## src/rtl/apb_master.sv

```systemverilog
// APB initiator: queues local commands in a small FIFO and replays them as
// APB transfers toward an 8-bit register slave. The slave has no pready,
// so the access phase lasts a fixed ACCESS_CYCLES cycles.
module apb_master #(
    parameter int DEPTH         = 4,
    parameter int ACCESS_CYCLES = 1
) (
    input  logic       clk,
    input  logic       reset,
    input  logic       cmd_valid,
    output logic       cmd_ready,
    input  logic       cmd_write,
    input  logic [7:0] cmd_addr,
    input  logic [7:0] cmd_wdata,
    output logic [7:0] addr,
    output logic [7:0] pwdata,
    output logic       pwrite,
    output logic       psel,
    output logic       penable,
    input  logic [7:0] prdata,
    output logic       rd_valid,
    output logic [7:0] rd_data,
    output logic       busy
);

    localparam int PW = $clog2(DEPTH);
    localparam int CW = PW + 1;
    localparam logic [CW-1:0] FULL_COUNT = CW'(DEPTH);
    localparam logic [CW-1:0] COUNT_ONE  = CW'(1);
    localparam logic [CW-1:0] COUNT_ZERO = CW'(0);
    localparam logic [PW-1:0] PTR_ONE    = PW'(1);
    localparam logic [3:0]    ACC_LOAD   = 4'(ACCESS_CYCLES - 1);

    typedef enum logic [1:0] {
        ST_IDLE   = 2'd0,
        ST_SETUP  = 2'd1,
        ST_ACCESS = 2'd2
    } state_t;

    // FIFO entry layout: {write, addr[7:0], wdata[7:0]}
    logic [16:0]   fifo_mem_r [DEPTH];
    logic [PW-1:0] wr_ptr_r;
    logic [PW-1:0] rd_ptr_r;
    logic [CW-1:0] count_r;
    state_t        state_r;
    state_t        state_s;
    logic [3:0]    wait_cnt_r;
    logic          push_s;
    logic          pop_s;
    logic          complete_s;
    logic          not_empty_s;
    logic [16:0]   head_s;

    // Status outputs depend only on registered state: no bypass when full.
    assign cmd_ready   = (count_r < FULL_COUNT);
    assign not_empty_s = (count_r != COUNT_ZERO);
    assign busy        = not_empty_s || (state_r != ST_IDLE);
    assign push_s      = cmd_valid && cmd_ready;
    assign head_s      = fifo_mem_r[rd_ptr_r];

    // FIFO storage; validity is tracked by the pointers and count, so no reset.
    always_ff @(posedge clk) begin
        if (push_s) begin
            fifo_mem_r[wr_ptr_r] <= {cmd_write, cmd_addr, cmd_wdata};
        end
    end

    // FIFO pointers and occupancy count.
    always_ff @(posedge clk) begin
        if (reset) begin
            wr_ptr_r <= '0;
            rd_ptr_r <= '0;
            count_r  <= '0;
        end else begin
            if (push_s) begin
                wr_ptr_r <= wr_ptr_r + PTR_ONE;
            end
            if (pop_s) begin
                rd_ptr_r <= rd_ptr_r + PTR_ONE;
            end
            case ({push_s, pop_s})
                2'b10:   count_r <= count_r + COUNT_ONE;
                2'b01:   count_r <= count_r - COUNT_ONE;
                default: count_r <= count_r;
            endcase
        end
    end

    // Next-state logic: pop on leaving IDLE or on completing with work queued.
    always_comb begin
        state_s    = state_r;
        pop_s      = 1'b0;
        complete_s = 1'b0;
        case (state_r)
            ST_IDLE: begin
                if (not_empty_s) begin
                    pop_s   = 1'b1;
                    state_s = ST_SETUP;
                end else begin
                    state_s = ST_IDLE;
                end
            end
            ST_SETUP: begin
                state_s = ST_ACCESS;
            end
            ST_ACCESS: begin
                if (wait_cnt_r != 4'd0) begin
                    state_s = ST_ACCESS;
                end else begin
                    complete_s = 1'b1;
                    if (not_empty_s) begin
                        pop_s   = 1'b1;
                        state_s = ST_SETUP;
                    end else begin
                        state_s = ST_IDLE;
                    end
                end
            end
            default: begin
                state_s = ST_IDLE;
            end
        endcase
    end

    // State register, access-phase wait counter and registered APB strobes.
    always_ff @(posedge clk) begin
        if (reset) begin
            state_r    <= ST_IDLE;
            wait_cnt_r <= 4'd0;
            psel       <= 1'b0;
            penable    <= 1'b0;
        end else begin
            state_r <= state_s;
            psel    <= (state_s != ST_IDLE);
            penable <= (state_s == ST_ACCESS);
            if (state_r == ST_SETUP) begin
                wait_cnt_r <= ACC_LOAD;
            end else if ((state_r == ST_ACCESS) && (wait_cnt_r != 4'd0)) begin
                wait_cnt_r <= wait_cnt_r - 4'd1;
            end
        end
    end

    // Address/data/direction change only when a command is popped.
    always_ff @(posedge clk) begin
        if (reset) begin
            addr   <= 8'd0;
            pwdata <= 8'd0;
            pwrite <= 1'b0;
        end else if (pop_s) begin
            pwrite <= head_s[16];
            addr   <= head_s[15:8];
            pwdata <= head_s[7:0];
        end
    end

    // Read capture: one-cycle strobe after a completing read transfer.
    always_ff @(posedge clk) begin
        if (reset) begin
            rd_valid <= 1'b0;
            rd_data  <= 8'd0;
        end else begin
            rd_valid <= complete_s && !pwrite;
            if (complete_s && !pwrite) begin
                rd_data <= prdata;
            end
        end
    end

endmodule

```

## config.mk

```make
export PLATFORM = sky130hd
export DESIGN_NAME = apb_master
export DESIGN_NICKNAME = d
export VERILOG_FILES = /design/src/rtl/apb_master.sv
export SDC_FILE = /design/constraint.sdc
export NUM_CORES = 1
export LEC_CHECK = 0
export ABC_AREA = 1
export ABC_CLOCK_PERIOD_IN_PS = 3050
export CORE_ASPECT_RATIO = 0.6
export CORE_MARGIN = 4
export CORE_UTILIZATION = 35
export CTS_BUF_LIST = sky130_fd_sc_hd__clkbuf_16
export DETAILED_ROUTE_END_ITERATION = 7
export SYNTH_ARGS = -nofsm -noshare
export SYNTH_HDL_FRONTEND = slang
export SYNTH_SLANG_ARGS = --single-unit
```

## constraint.sdc

```tcl
create_clock -name clk -period 3.05 [get_ports clk]
set_clock_uncertainty 0.15 [all_clocks]
set_input_delay 0.61 -clock clk [delete_from_list [all_inputs] [get_ports clk]]
set_output_delay 0.61 -clock clk [all_outputs]
set_load 0.02 [all_outputs]
```

==> flow_metrics.tcl, run 1 <==
set metrics [dict create \
    viasPerCell 4.46 \
    synth_edf_count 68 \
    clock_latency_ns 0.35 \
    core_area_um2 12200 \
    avgSynthCellArea_um2 10.1 \
    hp-class "reg -> reg" \
    synthCells 434 \
    r2r_end "count_r[2]" \
    endpoint "busy" \
    diodes 0 \
    status "finished, final reports clean" \
    grt_usage_pct 12.8 \
    ys.flop_type "edfxtp_1" \
    start_util_pct 36.1 \
    grt_pass1_wl_um 14400 \
    seqCellArea_um2 2860 \
    synth-seq-cells 109 \
    post_cts_buffers 0 \
    power_density_nw_per_um2 835 \
    clk_pin_slew_worst_paths_ns 0.07 \
    drt-pass1-iter-count 4 \
    p_int_mw 2.92 \
    critPathKind "reg -> out" \
    ys_warn_count 0 \
    place_congestion 0.739 \
    die_h_um 94.8 \
    dp_hpwl_um 5740 \
    antenna_left 0 \
    period_share_pct 84.5 \
    netlist_area_um2 4390 \
    cts_max_level 3 \
    wl_per_cell_um 13.3 \
    async_reset_ff_share_pct 0 \
    fp.dieW_um 153 \
    yosysMostFrequentCell "nor2_1" \
    final_nets 527 \
    p_comb_share_pct 34.3 \
    r2r_slack_ns 0.61 \
    root_buffer "clkbuf_16" \
    worst_pin_slew_ns 0.610 \
    power_frac_seq_pct 42.4 \
    io_pins 58 \
    crit_path_start "count_r[0]" \
    area_delta_synth_final_pct 22.6 \
    drt-initial-drc-count 156 \
    route.detailed.drc 0 \
    postCtsHoldBufs 0 \
    rows 31 \
    cts_buffer_depth 2 \
    cts_resized 0 \
    setup_viol 0 \
    fin_setup_tns_ns 0 \
    clock_power_share_pct 23.3 \
    critPathMaxFanout 5 \
    yosys-top-cells-area "edfxtp_1 (46%), dfxtp_1 (19%), nor2_1 (8.7%)" \
    port_buffers 57 \
    worstReg2RegStart "wait_cnt_r[0]" \
    grt_max_degree 38 \
    irDropWorstVdd_uv 305 \
    cts_sinks 109 \
    slew_headroom_pct 59.3 \
    overflow 0 \
    setup.worst_path.end_class "output pin" \
    finalCriticalPeriod_ns 2.58 \
    synth_top_cell_by_area "edfxtp_1" \
    synth.distinct_cells 25 \
    synth_top_area_share_pct 46.5 \
    fin_area_um2 5390 \
    switching_power_mw 1.58 \
    syn-num-nets 470 \
    yosysSeqAreaShare_pct 65.1 \
    timing.fmax_ghz 0.388 \
    fill_cells 1157 \
    grtUsageMet1_pct 17.6 \
    maxCapViolations 0 \
    start_kind "register" \
    yosys-top-cells-count "nor2_1 (102), edfxtp_1 (68), nand2_1 (59)" \
    numCtsBuffers 9 \
    use_met2_pct 19.2 \
    cts_tree "yes" \
    wl_um 8810 \
    use_met3_pct 4.53 \
    place_area_um2 5120 \
    switching_share_pct 35.1 \
    r2r_cells 14 \
    grt_pass1_vias 2837 \
    grt_setup_unrepaired "no" \
    worst_ep_arrival_time_ns 1.82 \
    antenna_found_initial 0 \
    busiest_layer "met2" \
    hold_viol 0 \
    slew_violations 0 \
    multi_input_area_um2 1270 \
    power.leakage_nw 1.98 \
    drive_gt1_share_pct 6.45 \
    cp.required_ns 2.29 \
    vias 2950 \
    die_area_um2 14500 \
]
[worst max-delay path: stages, from the launching register on]
cell	delay, ns
dfxtp_1	0.30
inv_1	0.13
nand3_2	0.18
or2_2	0.32
clkdlybuf4s50_1	0.54
[stage by stage]
step           power (mW)  instances  utilization (%)  hold WS (ns)  worst slack [ns]
6_report             4.50        661             44.2         0.319             0.473
5_1_grt              4.86        661             44.2         0.341             0.366
4_1_cts              4.56        661             44.2         0.322             0.449
3_5_place_dp         3.50        645             42.0         0.312             0.510
3_3_place_gp         3.47        645             42.0         0.301             0.558
2_1_floorplan        3.02        434                -         0.289             0.824
[kinds of logic after synthesis]
| logic type | Yosys count | share of synthesized area [%] |
|---|---|---|
| flops | 109 | 65.1 |
| buf+inv | 57 | 5.89 |
| fa+ha+maj | 8 | 2.45 |
| xor+xnor | 3 | 0.598 |
| simple gates | 182 | 17.4 |
| compound gates | 75 | 8.54 |
[state kept, by name, summed over array words and instances, names as in the netlist]
name	cells
state_r	2
count_r	3
rd_ptr_r	2
fifo_mem_r	68
pwdata	8
psel	1
addr	8
pwrite	1
wr_ptr_r	2
rd_valid	1
wait_cnt_r	4
penable	1
rd_data	8
[cells in the final DEF, fill, tap and decap left out]
master,Yosys,final
clkinv_2,0,1
dfxtp_1,41,41
or2_2,1,1
nand4_1,8,8
fa_1,1,1
nand3_1,4,4
o21ai_1,3,3
nand2_1,59,59
clkinv_4,0,1
nor2_4,3,3
nor2_1,102,102
o21ai_0,53,53
inv_1,35,36
nand3_2,3,3
inv_2,1,1
nor3b_1,1,1
nand2_4,1,1
clkinvlp_4,0,3
a21oi_1,19,19
edfxtp_1,68,68
ha_1,7,7
clkdlybuf4s50_1,0,57
buf_4,3,9
clkinv_1,1,2
xor2_1,3,3
clkbuf_16,0,9
[worst min-delay path by stage]
stage | startpoint | endpoint | slack [ns] | cells past startpoint
6_report | wait_cnt_r[0] | wait_cnt_r[0] | 0.32 | 2
5_1_grt | rd_data[5] | rd_data[5] | 0.34 | 2
4_1_cts | wait_cnt_r[0] | wait_cnt_r[0] | 0.32 | 2
3_5_place_dp | wait_cnt_r[0] | wait_cnt_r[0] | 0.31 | 2
3_3_place_gp | wait_cnt_r[0] | wait_cnt_r[0] | 0.30 | 2
2_1_floorplan | wait_cnt_r[0] | wait_cnt_r[0] | 0.29 | 2
[layer usage]
metal | part of all wire [%] | vias up
li1 | - | 1542
met1 | 52 | 1327
met2 | 41 | 70
met3 | 6.0 | 11
met4 | 1.1 | 0
met5 | 0 | -
[power by group through the flow]
stage / registers [mW] / clock network, mW / logic (mW)
after floorplan: 2.04 / 0 / 0.976
after global placement: 1.93 / 0 / 1.54
after detailed placement: 1.95 / 0 / 1.56
after CTS: 1.91 / 1.08 / 1.57
after global routing: 1.93 / 1.15 / 1.78
final: 1.91 / 1.05 / 1.54
[layout make-up]
cell class	count	area share, %
Sequential cell	109	53.1
Multi-Input combinational cell	268	23.6
Timing Repair Buffer	66	11.8
Clock buffer	9	4.18
Tap cell	165	3.83
Inverter	37	2.58
Clock inverter	7	0.813
Note: power is estimated with default switching activity, not from simulation.
==> run 2: changes to the inputs <==
Settings changed: ABC_CLOCK_PERIOD_IN_PS 3050 to 2300.
Clock period 3.05 ns to 2.3 ns, I/O delays scaled along.
==> run 2 against run 1 <==
  * Utilization grew 0.86 points
  * Die area is the same
  * Combinational power grew 38%
  * Critical endpoint unchanged
  * Hold slack lost 0.0072 ns
  * Total power grew 38%
  * Register-to-register slack lost 0.46 ns
  * Clock power grew 50%
  * Setup slack lost 0.34 ns
  * Wire length grew 2.2%
==> flow_metrics.tcl, run 2 (synthesis results as in run 1) <==
set metrics [dict create \
    status "finished, final reports clean" \
    io_pins 58 \
    p_int_mw 4.06 \
    numCtsBuffers 9 \
    wl_per_cell_um 13.5 \
    cp.required_ns 1.69 \
    seqCellArea_um2 2860 \
    route.detailed.drc 0 \
    regMostFlops "fifo_mem_r" \
    grt_pass1_wl_um 14700 \
    rows 31 \
    drt-initial-drc-count 153 \
    largest_reg_flops 68 \
    place_congestion 0.725 \
    power_density_nw_per_um2 1130 \
    cts_max_level 3 \
    timing.fmax_ghz 0.460 \
    finalPower_mw 6.22 \
    maxCapViolations 0 \
    setup_ws_ns 0.128 \
    hp-class "reg -> reg" \
    final_common_cell "nor2_1" \
    finalCriticalPeriod_ns 2.17 \
    wl_um 9000 \
    dp_hpwl_um 6050 \
    critPathMaxFanout 5 \
    clock_latency_ns 0.35 \
    clk_pin_slew_worst_paths_ns 0.07 \
    port_buffers 57 \
    cts_tree "yes" \
    die_area_um2 14500 \
    start_util_pct 36.1 \
    grt_pass1_vias 2838 \
    slew_headroom_pct 63.5 \
    period_share_pct 94.4 \
    diodes 0 \
    start_kind "register" \
    core_area_um2 12200 \
    irDropWorstVdd_uv 455 \
    switching_power_mw 2.16 \
    root_buffer "clkbuf_16" \
    drt-pass1-iter-count 5 \
    final_nets 533 \
    antenna_left 0 \
    layout_common_cells "nor2_1 (102), edfxtp_1 (68), nand2_1 (58), clkdlybuf4s50_1 (56), o21ai_0 (52)" \
    critPathKind "reg -> out" \
    hold_viol 0 \
    cts_sinks 109 \
    clock_power_share_pct 25.1 \
    fp.dieW_um 153 \
    multi_input_area_um2 1290 \
    p_comb_share_pct 34.0 \
    overflow 0 \
    fill_cells 1135 \
    cts_buffer_depth 2 \
    postCtsHoldBufs 0 \
    grt_max_degree 38 \
    power.leakage_nw 2.04 \
    worst_pin_slew_ns 0.547 \
    final_core_util_pct 45.1 \
    setup.worst_path.end_class "output pin" \
    switching_share_pct 34.7 \
    place_ws_ns 0.0644 \
    antenna_found_initial 0 \
    area_delta_synth_final_pct 25.0 \
    die_h_um 94.8 \
    power_frac_seq_pct 40.9 \
    drive_gt1_share_pct 9.16 \
    grt_usage_pct 13.0 \
    worst_ep_arrival_time_ns 1.56 \
    viasPerCell 4.47 \
    slew_violations 0 \
    vias 2980 \
    setup_viol 0 \
]
## run 2: layout make-up
cell class,count,share of cell area (%)
Clock buffer,11,5.01
Clock inverter,5,0.661
Inverter,37,2.53
Multi-Input combinational cell,268,23.5
Sequential cell,109,52.1
Tap cell,165,3.76
Timing Repair Buffer,72,12.4
## run 2: repair_timing
action                                 in CTS  in global routing
endpoints found under the hold margin       0                  0
cloned                                      0                  0
resized for setup                           1                  8
setup buffers                               0                  1
pin swaps                                   0                  1
setup endpoints to repair                   1                  2
## run 2: metrics by stage
| step | hold slack (ns) | instances | cell area, µm² | TNS, ns |
|---|---|---|---|---|
| final | 0.312 | 667 | 5490 | 0 |
| after global routing | 0.330 | 667 | 5490 | -0.00504 |
| after CTS | 0.316 | 666 | 5470 | 0 |
| after detailed placement | 0.304 | 650 | 5160 | 0 |
| after global placement | 0.300 | 650 | 5160 | 0 |
| after floorplan | 0.289 | 434 | 4390 | 0 |
## run 2: routing by layer
| metal | up-vias | part of all wire [%] | GRT usage (%) |
|---|---|---|---|
| met5 | - | 0 | 0 |
| met4 | 0 | 1.2 | 4.23 |
| met3 | 8 | 6.9 | 4.40 |
| met2 | 76 | 41 | 19.0 |
| met1 | 1339 | 51 | 18.4 |
| li1 | 1557 | - | - |
## run 2: path summary, 6_finish.rpt
path                       from          to  slack (ns)  cells past startpoint
setup / recovery     count_r[0]        busy        0.13                      4
hold reg to reg      rd_data[7]  rd_data[7]        0.31                      2
hold / removal       rd_data[7]  rd_data[7]        0.31                      2
setup reg to reg  wait_cnt_r[0]  count_r[1]        0.15                     12
## run 2: power groups by stage
stage	clock network, mW	logic, mW	registers, mW
2_1_floorplan	0	1.29	2.71
5_1_grt	1.70	2.41	2.58
6_report	1.57	2.12	2.54
4_1_cts	1.60	2.09	2.55
3_5_place_dp	0	2.09	2.59
3_3_place_gp	0	2.05	2.58
## run 2: worst max-delay path, stage by stage, from the launching register on
cell and delay, ns:
dfxtp_1 0.30, inv_1 0.17, nand3_4 0.14, or2_2 0.29, dlygate4sd2_1 0.32
